`config.mk`:
```
export PLATFORM = sky130hd
export DESIGN_NAME = alu_arbitro
export DESIGN_NICKNAME = d
export VERILOG_FILES = /design/src/rtl/alu_arb_pkg.sv /design/src/rtl/alu_core.sv /design/src/rtl/alu_arbitro.sv
export SDC_FILE = /design/constraint.sdc
export NUM_CORES = 1
export LEC_CHECK = 0
export CAP_MARGIN = 20
export CORE_UTILIZATION = 40
export CTS_CLUSTER_DIAMETER = 200
export CTS_CLUSTER_SIZE = 40
export DETAILED_ROUTE_END_ITERATION = 6
export PLACE_DENSITY = 0.69
export SYNTH_ARGS = -nofsm -noshare
export SYNTH_HDL_FRONTEND = slang
export SYNTH_HIERARCHICAL = 1
export SYNTH_SLANG_ARGS = --single-unit
```
`constraint.sdc`:
```
create_clock -name clk -period 2.82 [get_ports clk]
set_input_delay 0.705 -clock clk [delete_from_list [all_inputs] [get_ports clk]]
set_output_delay 0.705 -clock clk [all_outputs]
set_load 0.02 [all_outputs]
```
`src/rtl/alu_arb_pkg.sv`:
```
// rtl/alu_arb_pkg.sv - shared opcode and FSM state types for the arbitrated ALU
package alu_arb_pkg;

  typedef enum logic [2:0] {
    OP_AND = 3'b000,
    OP_OR  = 3'b001,
    OP_XOR = 3'b010,
    OP_ADD = 3'b011,
    OP_SUB = 3'b100,
    OP_NOT = 3'b101
  } op_t;

  typedef enum logic [1:0] {
    IDLE = 2'b00,
    EXEC = 2'b01,
    HOLD = 2'b10
  } estado_t;

endpackage

```
`src/rtl/alu_core.sv`:
```
// rtl/alu_core.sv - combinational M-bit ALU core with carry/borrow and illegal-opcode flag
module alu_core
  import alu_arb_pkg::*;
#(
  parameter int M = 4
) (
  input  logic [M-1:0] expA,
  input  logic [M-1:0] expB,
  input  op_t          op,
  output logic [M-1:0] resultado,
  output logic         acarreo,
  output logic         illegal
);

  logic [M:0] suma;
  logic [M:0] resta;

  // The extra top bit of the widened difference is the unsigned borrow.
  assign suma  = {1'b0, expA} + {1'b0, expB};
  assign resta = {1'b0, expA} - {1'b0, expB};

  always_comb begin
    resultado = '0;
    acarreo   = 1'b0;
    illegal   = 1'b0;
    case (op)
      OP_AND: resultado = expA & expB;
      OP_OR:  resultado = expA | expB;
      OP_XOR: resultado = expA ^ expB;
      OP_ADD: begin
        resultado = suma[M-1:0];
        acarreo   = suma[M];
      end
      OP_SUB: begin
        resultado = resta[M-1:0];
        acarreo   = resta[M];
      end
      OP_NOT: resultado = ~expA;
      default: illegal = 1'b1;
    endcase
  end

endmodule

```
`src/rtl/alu_arbitro.sv`:
```
// rtl/alu_arbitro.sv - round-robin two-port arbiter and sequencer around alu_core
// Optional err output for illegal opcodes when ALU_ARB_ERR_EN is defined.
module alu_arbitro
  import alu_arb_pkg::*;
#(
  parameter int M = 4
) (
  input  logic         clk,
  input  logic         rst,
  input  logic         valid_a,
  output logic         ready_a,
  input  logic [M-1:0] expA_a,
  input  logic [M-1:0] expB_a,
  input  logic [2:0]   op_a,
  input  logic         valid_b,
  output logic         ready_b,
  input  logic [M-1:0] expA_b,
  input  logic [M-1:0] expB_b,
  input  logic [2:0]   op_b,
  output logic [M-1:0] resultado,
  output logic         cero,
  output logic         acarreo,
  output logic         id,
  output logic         valid_out,
  input  logic         ready_out
`ifdef ALU_ARB_ERR_EN
  ,
  output logic         err
`endif
);

  estado_t      estado, estado_sig;
  logic         last;
  logic         grant_b;
  logic         acepta;
  logic [M-1:0] opA_q, opB_q;
  op_t          op_q;
  logic [M-1:0] core_res;
  logic         core_carry;
  logic         core_illegal;

  // B wins when it is alone, or on a tie when A was served last.
  assign grant_b = valid_b & (~valid_a | ~last);
  assign ready_a = ~rst & (estado == IDLE) & valid_a & ~grant_b;
  assign ready_b = ~rst & (estado == IDLE) & grant_b;
  assign acepta  = ready_a | ready_b;

  alu_core #(.M(M)) u_core (
    .expA      (opA_q),
    .expB      (opB_q),
    .op        (op_q),
    .resultado (core_res),
    .acarreo   (core_carry),
    .illegal   (core_illegal)
  );

  always_comb begin
    estado_sig = estado;
    case (estado)
      IDLE:    if (acepta) estado_sig = EXEC;
      EXEC:    estado_sig = HOLD;
      HOLD:    if (ready_out) estado_sig = IDLE;
      default: estado_sig = IDLE;
    endcase
  end

  always_ff @(posedge clk or posedge rst) begin
    if (rst) begin
      estado    <= IDLE;
      last      <= 1'b1;
      opA_q     <= '0;
      opB_q     <= '0;
      op_q      <= OP_AND;
      resultado <= '0;
      cero      <= 1'b0;
      acarreo   <= 1'b0;
      id        <= 1'b0;
      valid_out <= 1'b0;
    end else begin
      estado <= estado_sig;
      case (estado)
        IDLE: if (acepta) begin
          opA_q <= grant_b ? expA_b : expA_a;
          opB_q <= grant_b ? expB_b : expB_a;
          op_q  <= op_t'(grant_b ? op_b : op_a);
          id    <= grant_b;
        end
        EXEC: begin
          // Illegal opcodes always report a zero result with no carry.
          resultado <= core_illegal ? '0 : core_res;
          cero      <= core_illegal | (core_res == '0);
          acarreo   <= core_carry & ~core_illegal;
          valid_out <= 1'b1;
        end
        HOLD: if (ready_out) begin
          last      <= id;
          valid_out <= 1'b0;
        end
        default: ;
      endcase
    end
  end

`ifdef ALU_ARB_ERR_EN
  always_ff @(posedge clk or posedge rst) begin
    if (rst)
      err <= 1'b0;
    else if (estado == EXEC)
      err <= core_illegal;
    else if (estado == HOLD && ready_out)
      err <= 1'b0;
  end
`endif

endmodule

```
==> metrics.md, run 1 <==
| Metric | Value |
|---|---|
| Worst EP arrival | `1.99 ns` |
| YS warnings | `6` |
| Crit path capture type | `output pin` |
| DRT Wirelength | `3.57 mm` |
| Overflow after GRT | `0` |
| Vias | `1353` |
| Largest net degree at the start of global routing | `23` |
| Vias in the first global route | `1384` |
| Worst skew pair latency | `0.26 ns` |
| Seq cells post-synth | `22` |
| CTS Hold Bufs | `0` |
| I/O pins | `37` |
| Max Freq | `0.371 GHz` |
| Share of post-route cells with drive strength above 1 | `0.116` |
| Ant. Diodes | `0` |
| Remaining antenna violation count after routing | `0` |
| Drt pass-1 iters | `4` |
| Pwr/cell area | `1050 mW/mm^2` |
| Gr usage total | `0.192` |
| Slew HR | `0.707` |
| Final #Nets | `241` |
| CP max stage cell | `clkdlybuf4s50_1` |
| Worst Hold Class | `flop to flop` |
| Crit path required time | `2.12 ns` |
| Core Area | `0.00374 sq mm` |
| Setup Buffers After CTS | `0` |
| RSZ-0062 raised after global routing | `false` |
| Status | `finished clean` |
| Top post-synthesis cells by area | `dfrtp_1, ha_1, a2bb2oi_1` |
| Num CTS Buffers | `3` |
| Count leader, synth | `dfrtp_1` |
| Syn nets | `201` |
| # fillers | `340` |
| HPWL after DPL | `2.78 mm` |
| Max cap viols | `0` |
| Die Width | `65.1 um` |
| Synth area leader | `dfrtp_1` |
| CTS Sinks | `22` |
| Crit path time final | `2.69 ns` |
| Area of the multi-input gates | `917 sq um` |
| Vias/cell | `5.48` |
| Worst setup SP type | `input port` |
| Routed WL per cell | `14.5 um` |
| Count of flip-flops with a built-in enable after synthesis | `0` |
| Gpl congestion | `0.849` |
| Top_reg_cell synth | `dfrtp_1` |
| Synth top area share | `0.330` |
| Clock Tree Buf Depth | `2` |
| Crit path max fanout | `2` |
| Final setup viols | `0` |
| Fin. Hold Viols | `0` |
| CTS tree | `built` |
| Register Area | `552 sq um` |
| Async set or reset register ratio after synthesis | `1.00` |
| Initial antenna violation count | `0` |
| Max Slew Vio Count | `0` |
| Synth Area per Inst | `9.96 sq um` |
| Finished layout cell area | `0.00208 sq mm` |
| Final Core Density | `0.555` |
| Leak | `0.907 nW` |
| Chip Height | `65.1 um` |
| Clk_skew | `0.00258 ns` |
| Clock Tree Root | `clkbuf_8` |
| Critical Path, Cell by Cell | `clkdlybuf4s50_1, buf_4, nor2b_1, nor3b_2, dlygate4sd2_1` |
| Peak supply drop | `0.756 mV` |
| First-pass GRT wire length | `6.25 mm` |
| Post-synth top cells | `dfrtp_1, inv_1, ha_1, a2bb2oi_1, o32ai_1` |
| Placed inst area | `0.00201 sq mm` |
| CTS resizes | `2` |
| Final period utilization | `0.955` |
| DR iter-0 viols | `40` |
| Crit Path Class | `input port to output pin` |
| Worst-Margin Slew | `0.440 ns` |
| Mapped Area | `0.00159 sq mm` |
| Syn Inst Count | `160` |
| Initial cell density of the core | `0.426` |
| Post-synthesis sequential area ratio | `0.346` |
| Worst-path clk slew | `0.08 ns` |
| Die area | `0.00424 sq mm` |
| Yosys cell types | `43` |
| Peak per-stage delay on the critical path | `0.41 ns` |
| FP Rows | `22` |
| Area growth syn-to-layout | `30.4%` |
| Post-route DRC | `0` |
| Htree depth | `1` |
| IO Port Bufs | `36` |
## flip-flops by register name, summed over array words and instances (netlist names)
| name | count |
|---|---|
| id | 1 |
| op_q | 3 |
| opA_q | 4 |
| valid_out | 1 |
| cero | 1 |
| opB_q | 4 |
| acarreo | 1 |
| resultado | 4 |
| estado | 2 |
| last | 1 |
## critical path: cells and delay by family
kind          cells  cell delay (ns)
simple gates      2             0.37
buf+inv           3             0.92
## through the flow
step | worst slack (ns) | total power [mW] | hold slack, ns | setup TNS, ns | cells
5_1_grt | 0.0815 | 2.38 | 0.515 | 0 | 247
3_3_place_gp | -0.0843 | 1.84 | 0.467 | -0.159 | 243
4_1_cts | 0.118 | 2.18 | 0.493 | 0 | 247
2_1_floorplan | 0.401 | 1.56 | 0.525 | 0 | 160
3_5_place_dp | -0.164 | 1.88 | 0.474 | -0.289 | 243
6_report | 0.126 | 2.18 | 0.487 | 0 | 247
## cells in the final DEF, fill, tap and decap left out, drive strengths merged, types with 2 or more instances in the layout
cell	netlist	final
clkbuf	1	3
nor4	2	2
fa	2	2
nand2	7	7
ha	12	12
nor2b	2	2
a22oi	3	3
nor2	8	8
mux2	4	4
a21oi	9	9
dfrtp	21	21
o21bai	2	2
nand2b	7	7
inv	16	16
o21ai	10	10
dlygate4sd2	0	2
o32ai	12	12
a2bb2oi	11	11
buf	8	8
nor3b	3	3
xnor2	2	2
mux2i	2	2
clkdlybuf4s50	0	34
## report_power, final
| group | total [mW] | leakage [nW] | internal [mW] | switching (mW) |
|---|---|---|---|---|
| Sequential | 0.636 | 0.257 | 0.455 | 0.181 |
| Clock | 0.290 | 0.0357 | 0.190 | 0.101 |
| Combinational | 1.25 | 0.614 | 0.633 | 0.620 |
| Total | 2.18 | 0.907 | 1.28 | 0.903 |
## path summary, 6_finish.rpt
kind / from / to / cells past startpoint / slack [ns]
min in group asynchronous: rst / id / 3 / 0.90
worst max register to register: opA_q[0] / cero / 11 / 0.58
worst min register to register: resultado[2] / resultado[2] / 2 / 0.49
max in group asynchronous: rst / last / 3 / 1.65
worst max-delay path: valid_b / ready_a / 5 / 0.13
worst min-delay path: resultado[2] / resultado[2] / 2 / 0.49
## metal layers
layer  global-route usage  wire length, um
met5                    0                0
met2                0.319             1750
met1                0.239             1530
met3               0.0434              190
met4               0.0815              100
## layout make-up
class	instances	share of cell area
Multi-Input combinational cell	113	0.441
Clock inverter	1	0.0144
Tap cell	48	0.0289
Timing Repair Buffer	44	0.201
Clock buffer	3	0.0199
Sequential cell	22	0.266
Inverter	16	0.0289
## cell families after synthesis
| kind of cell | share of synthesized area |
|---|---|
| fa+ha+maj | 0.119 |
| flops | 0.346 |
| simple gates | 0.136 |
| buf+inv | 0.0785 |
| xor+xnor | 0.0110 |
| compound gates | 0.254 |
| mux | 0.0549 |
(Power assumes the default switching activity.)
==> inputs of run 2 (changes only) <==
==> constraint.sdc (replaced) <==
create_clock -name clk -period 3.4 [get_ports clk]
set_input_delay 0.85 -clock clk [delete_from_list [all_inputs] [get_ports clk]]
set_output_delay 0.85 -clock clk [all_outputs]
set_load 0.02 [all_outputs]
==> metrics.md, run 2 (synthesized netlist as in run 1, its figures left out) <==
| Metric | Value |
|---|---|
| Clk_skew | `0.00277 ns (was 0.00258 ns)` |
| Final setup viols | `0 (unchanged)` |
| Worst skew pair latency | `0.26 ns (about the same)` |
| Final period utilization | `0.976` |
| Remaining antenna violation count after routing | `0 (unchanged)` |
| I/O pins | `37 (unchanged)` |
| Leading cell type in the layout, fill and taps excluded | `clkdlybuf4s50_1 (unchanged)` |
| CTS tree | `built (unchanged)` |
| Drt pass-1 iters | `4 (unchanged)` |
| Worst EP arrival | `2.47 ns (was 1.99 ns)` |
| Max Freq | `0.301 GHz` |
| Vias | `1333 (was 1353)` |
| Overflow after GRT | `0 (unchanged)` |
| Area growth syn-to-layout | `27.6% (was 30.4%)` |
| Ant. Diodes | `0 (unchanged)` |
| Num CTS Buffers | `3 (unchanged)` |
| Peak supply drop | `0.528 mV (was 0.756 mV)` |
| Die Width | `65.1 um (unchanged)` |
| Worst Hold Class | `flop to flop (unchanged)` |
| Vias in the first global route | `1344 (was 1384)` |
| Share of post-route cells with drive strength above 1 | `0.0974 (was 0.116)` |
| DR iter-0 viols | `61 (was 40)` |
| Setup Buffers After CTS | `0 (unchanged)` |
| FP Rows | `22 (unchanged)` |
| HPWL after DPL | `2.69 mm (was 2.78 mm)` |
| IO Port Bufs | `36 (unchanged)` |
| Leak | `0.873 nW (was 0.907 nW)` |
| Clock Tree Buf Depth | `2 (unchanged)` |
| Chip Height | `65.1 um (unchanged)` |
| Status | `finished clean (unchanged)` |
| Top Registers | `opA_q: 4 flops, opB_q: 4 flops, resultado: 4 flops (unchanged)` |
| Largest net degree at the start of global routing | `23 (unchanged)` |
| Core Area | `0.00374 sq mm (unchanged)` |
| Final #Nets | `237 (was 241)` |
| Most frequent cells in the layout | `clkdlybuf4s50_1, dfrtp_1, inv_1 (unchanged)` |
| Fin. Hold Viols | `0 (unchanged)` |
| CTS resizes | `0 (was 2)` |
| DRT Wirelength | `3.43 mm (was 3.57 mm)` |
| Gr usage total | `0.180 (was 0.192)` |
| Worst setup SP type | `input port (unchanged)` |
| Die area | `0.00424 sq mm (unchanged)` |
| Worst-Margin Slew | `0.803 ns (was 0.440 ns)` |
| Post-route DRC | `0 (unchanged)` |
| Clock Tree Root | `clkbuf_8 (unchanged)` |
| Crit path capture type | `output pin (unchanged)` |
| Initial cell density of the core | `0.426 (unchanged)` |
| Design Power | `1.75 mW (was 2.18 mW)` |
| Pwr/cell area | `861 mW/mm^2 (was 1050 mW/mm^2)` |
| Vias/cell | `5.49 (was 5.48)` |
| Crit Path Class | `input port to output pin (unchanged)` |
| Crit path required time | `2.55 ns (was 2.12 ns)` |
| First-pass GRT wire length | `5.96 mm (was 6.25 mm)` |
| Htree depth | `1 (unchanged)` |
| Crit path max fanout | `4 (was 2)` |
| Worst-path clk slew | `0.07 ns (was 0.08 ns)` |
| Crit path time final | `3.32 ns` |
| Max Slew Vio Count | `0 (unchanged)` |
| Max cap viols | `0 (unchanged)` |
| Final TNS setup | `0 ns (unchanged)` |
| CTS Sinks | `22 (unchanged)` |
| Slew HR | `0.464 (was 0.707)` |
| RSZ-0062 raised after global routing | `false (unchanged)` |
| Initial antenna violation count | `0 (unchanged)` |
| CTS Hold Bufs | `0 (unchanged)` |
| Routed WL per cell | `14.1 um (was 14.5 um)` |
| Gpl congestion | `0.853 (was 0.849)` |
-- run 2: changes by cell type in the layout (fill, tap and decap cells not counted) --
cell             before  now
bufinv_16             1    0
clkdlybuf4s50_1      34   36
buf_4                 8    4
clkbuf_8              3    4
dlygate4sd2_1         2    0
-- run 2: per-layer routing --
| layer | wire length (um) | up-vias | GRT usage | part of all wire |
|---|---|---|---|---|
| met5 | 0 | - | 0 | 0 |
| met4 | 34 | 0 | 0.0435 | 0.0099 |
| met3 | 148 | 4 | 0.0417 | 0.043 |
| met2 | 1680 | 35 | 0.310 | 0.49 |
| met1 | 1570 | 641 | 0.227 | 0.46 |
| li1 | - | 653 | - | - |
-- run 2: per-stage QoR --
step | area [sq um] | hold WS [ns] | util | instances | setup slack [ns]
after detailed placement | 1980 | 0.474 | 0.529 | 239 | 0.0941
after global placement | 1980 | 0.466 | 0.529 | 239 | 0.144
after CTS | 2030 | 0.492 | 0.543 | 243 | 0.0711
after floorplan | 1590 | 0.525 | - | 160 | 0.691
final | 2030 | 0.484 | 0.543 | 243 | 0.0822
after global routing | 2030 | 0.508 | 0.543 | 243 | 0.0291
-- run 2: layout make-up --
class / instances / area [sq um]
fill: 337 / 1710
multi-input combinational: 113 / 917
sequential: 22 / 552
timing repair buffer: 40 / 390
inverter: 16 / 60.1
tap: 48 / 60.1
clock buffer: 4 / 55.1
-- run 2: critical path: stages --
cell and delay [ns]:
clkdlybuf4s50_1 0.54, a21bo_2 0.25, nor4_1 0.17, clkdlybuf4s50_1 0.65
-- run 2: power by group --
part / internal (mW) / switching (mW)
Combinational: 0.526 / 0.518
Sequential: 0.377 / 0.149
Clock: 0.103 / 0.0781
Total: 1.01 / 0.745
-- run 2: final timing paths --
kind                                    from            to  slack, ns  cells after the start
worst max-delay path                 valid_b       ready_b       0.08                      4
worst min-delay path            resultado[3]  resultado[3]       0.48                      2
worst max register to register      opA_q[0]          cero       1.15                     11
worst min register to register  resultado[3]  resultado[3]       0.48                      2
max in group asynchronous                rst       acarreo       1.74                      2
min in group asynchronous                rst      opB_q[0]       1.16                      2
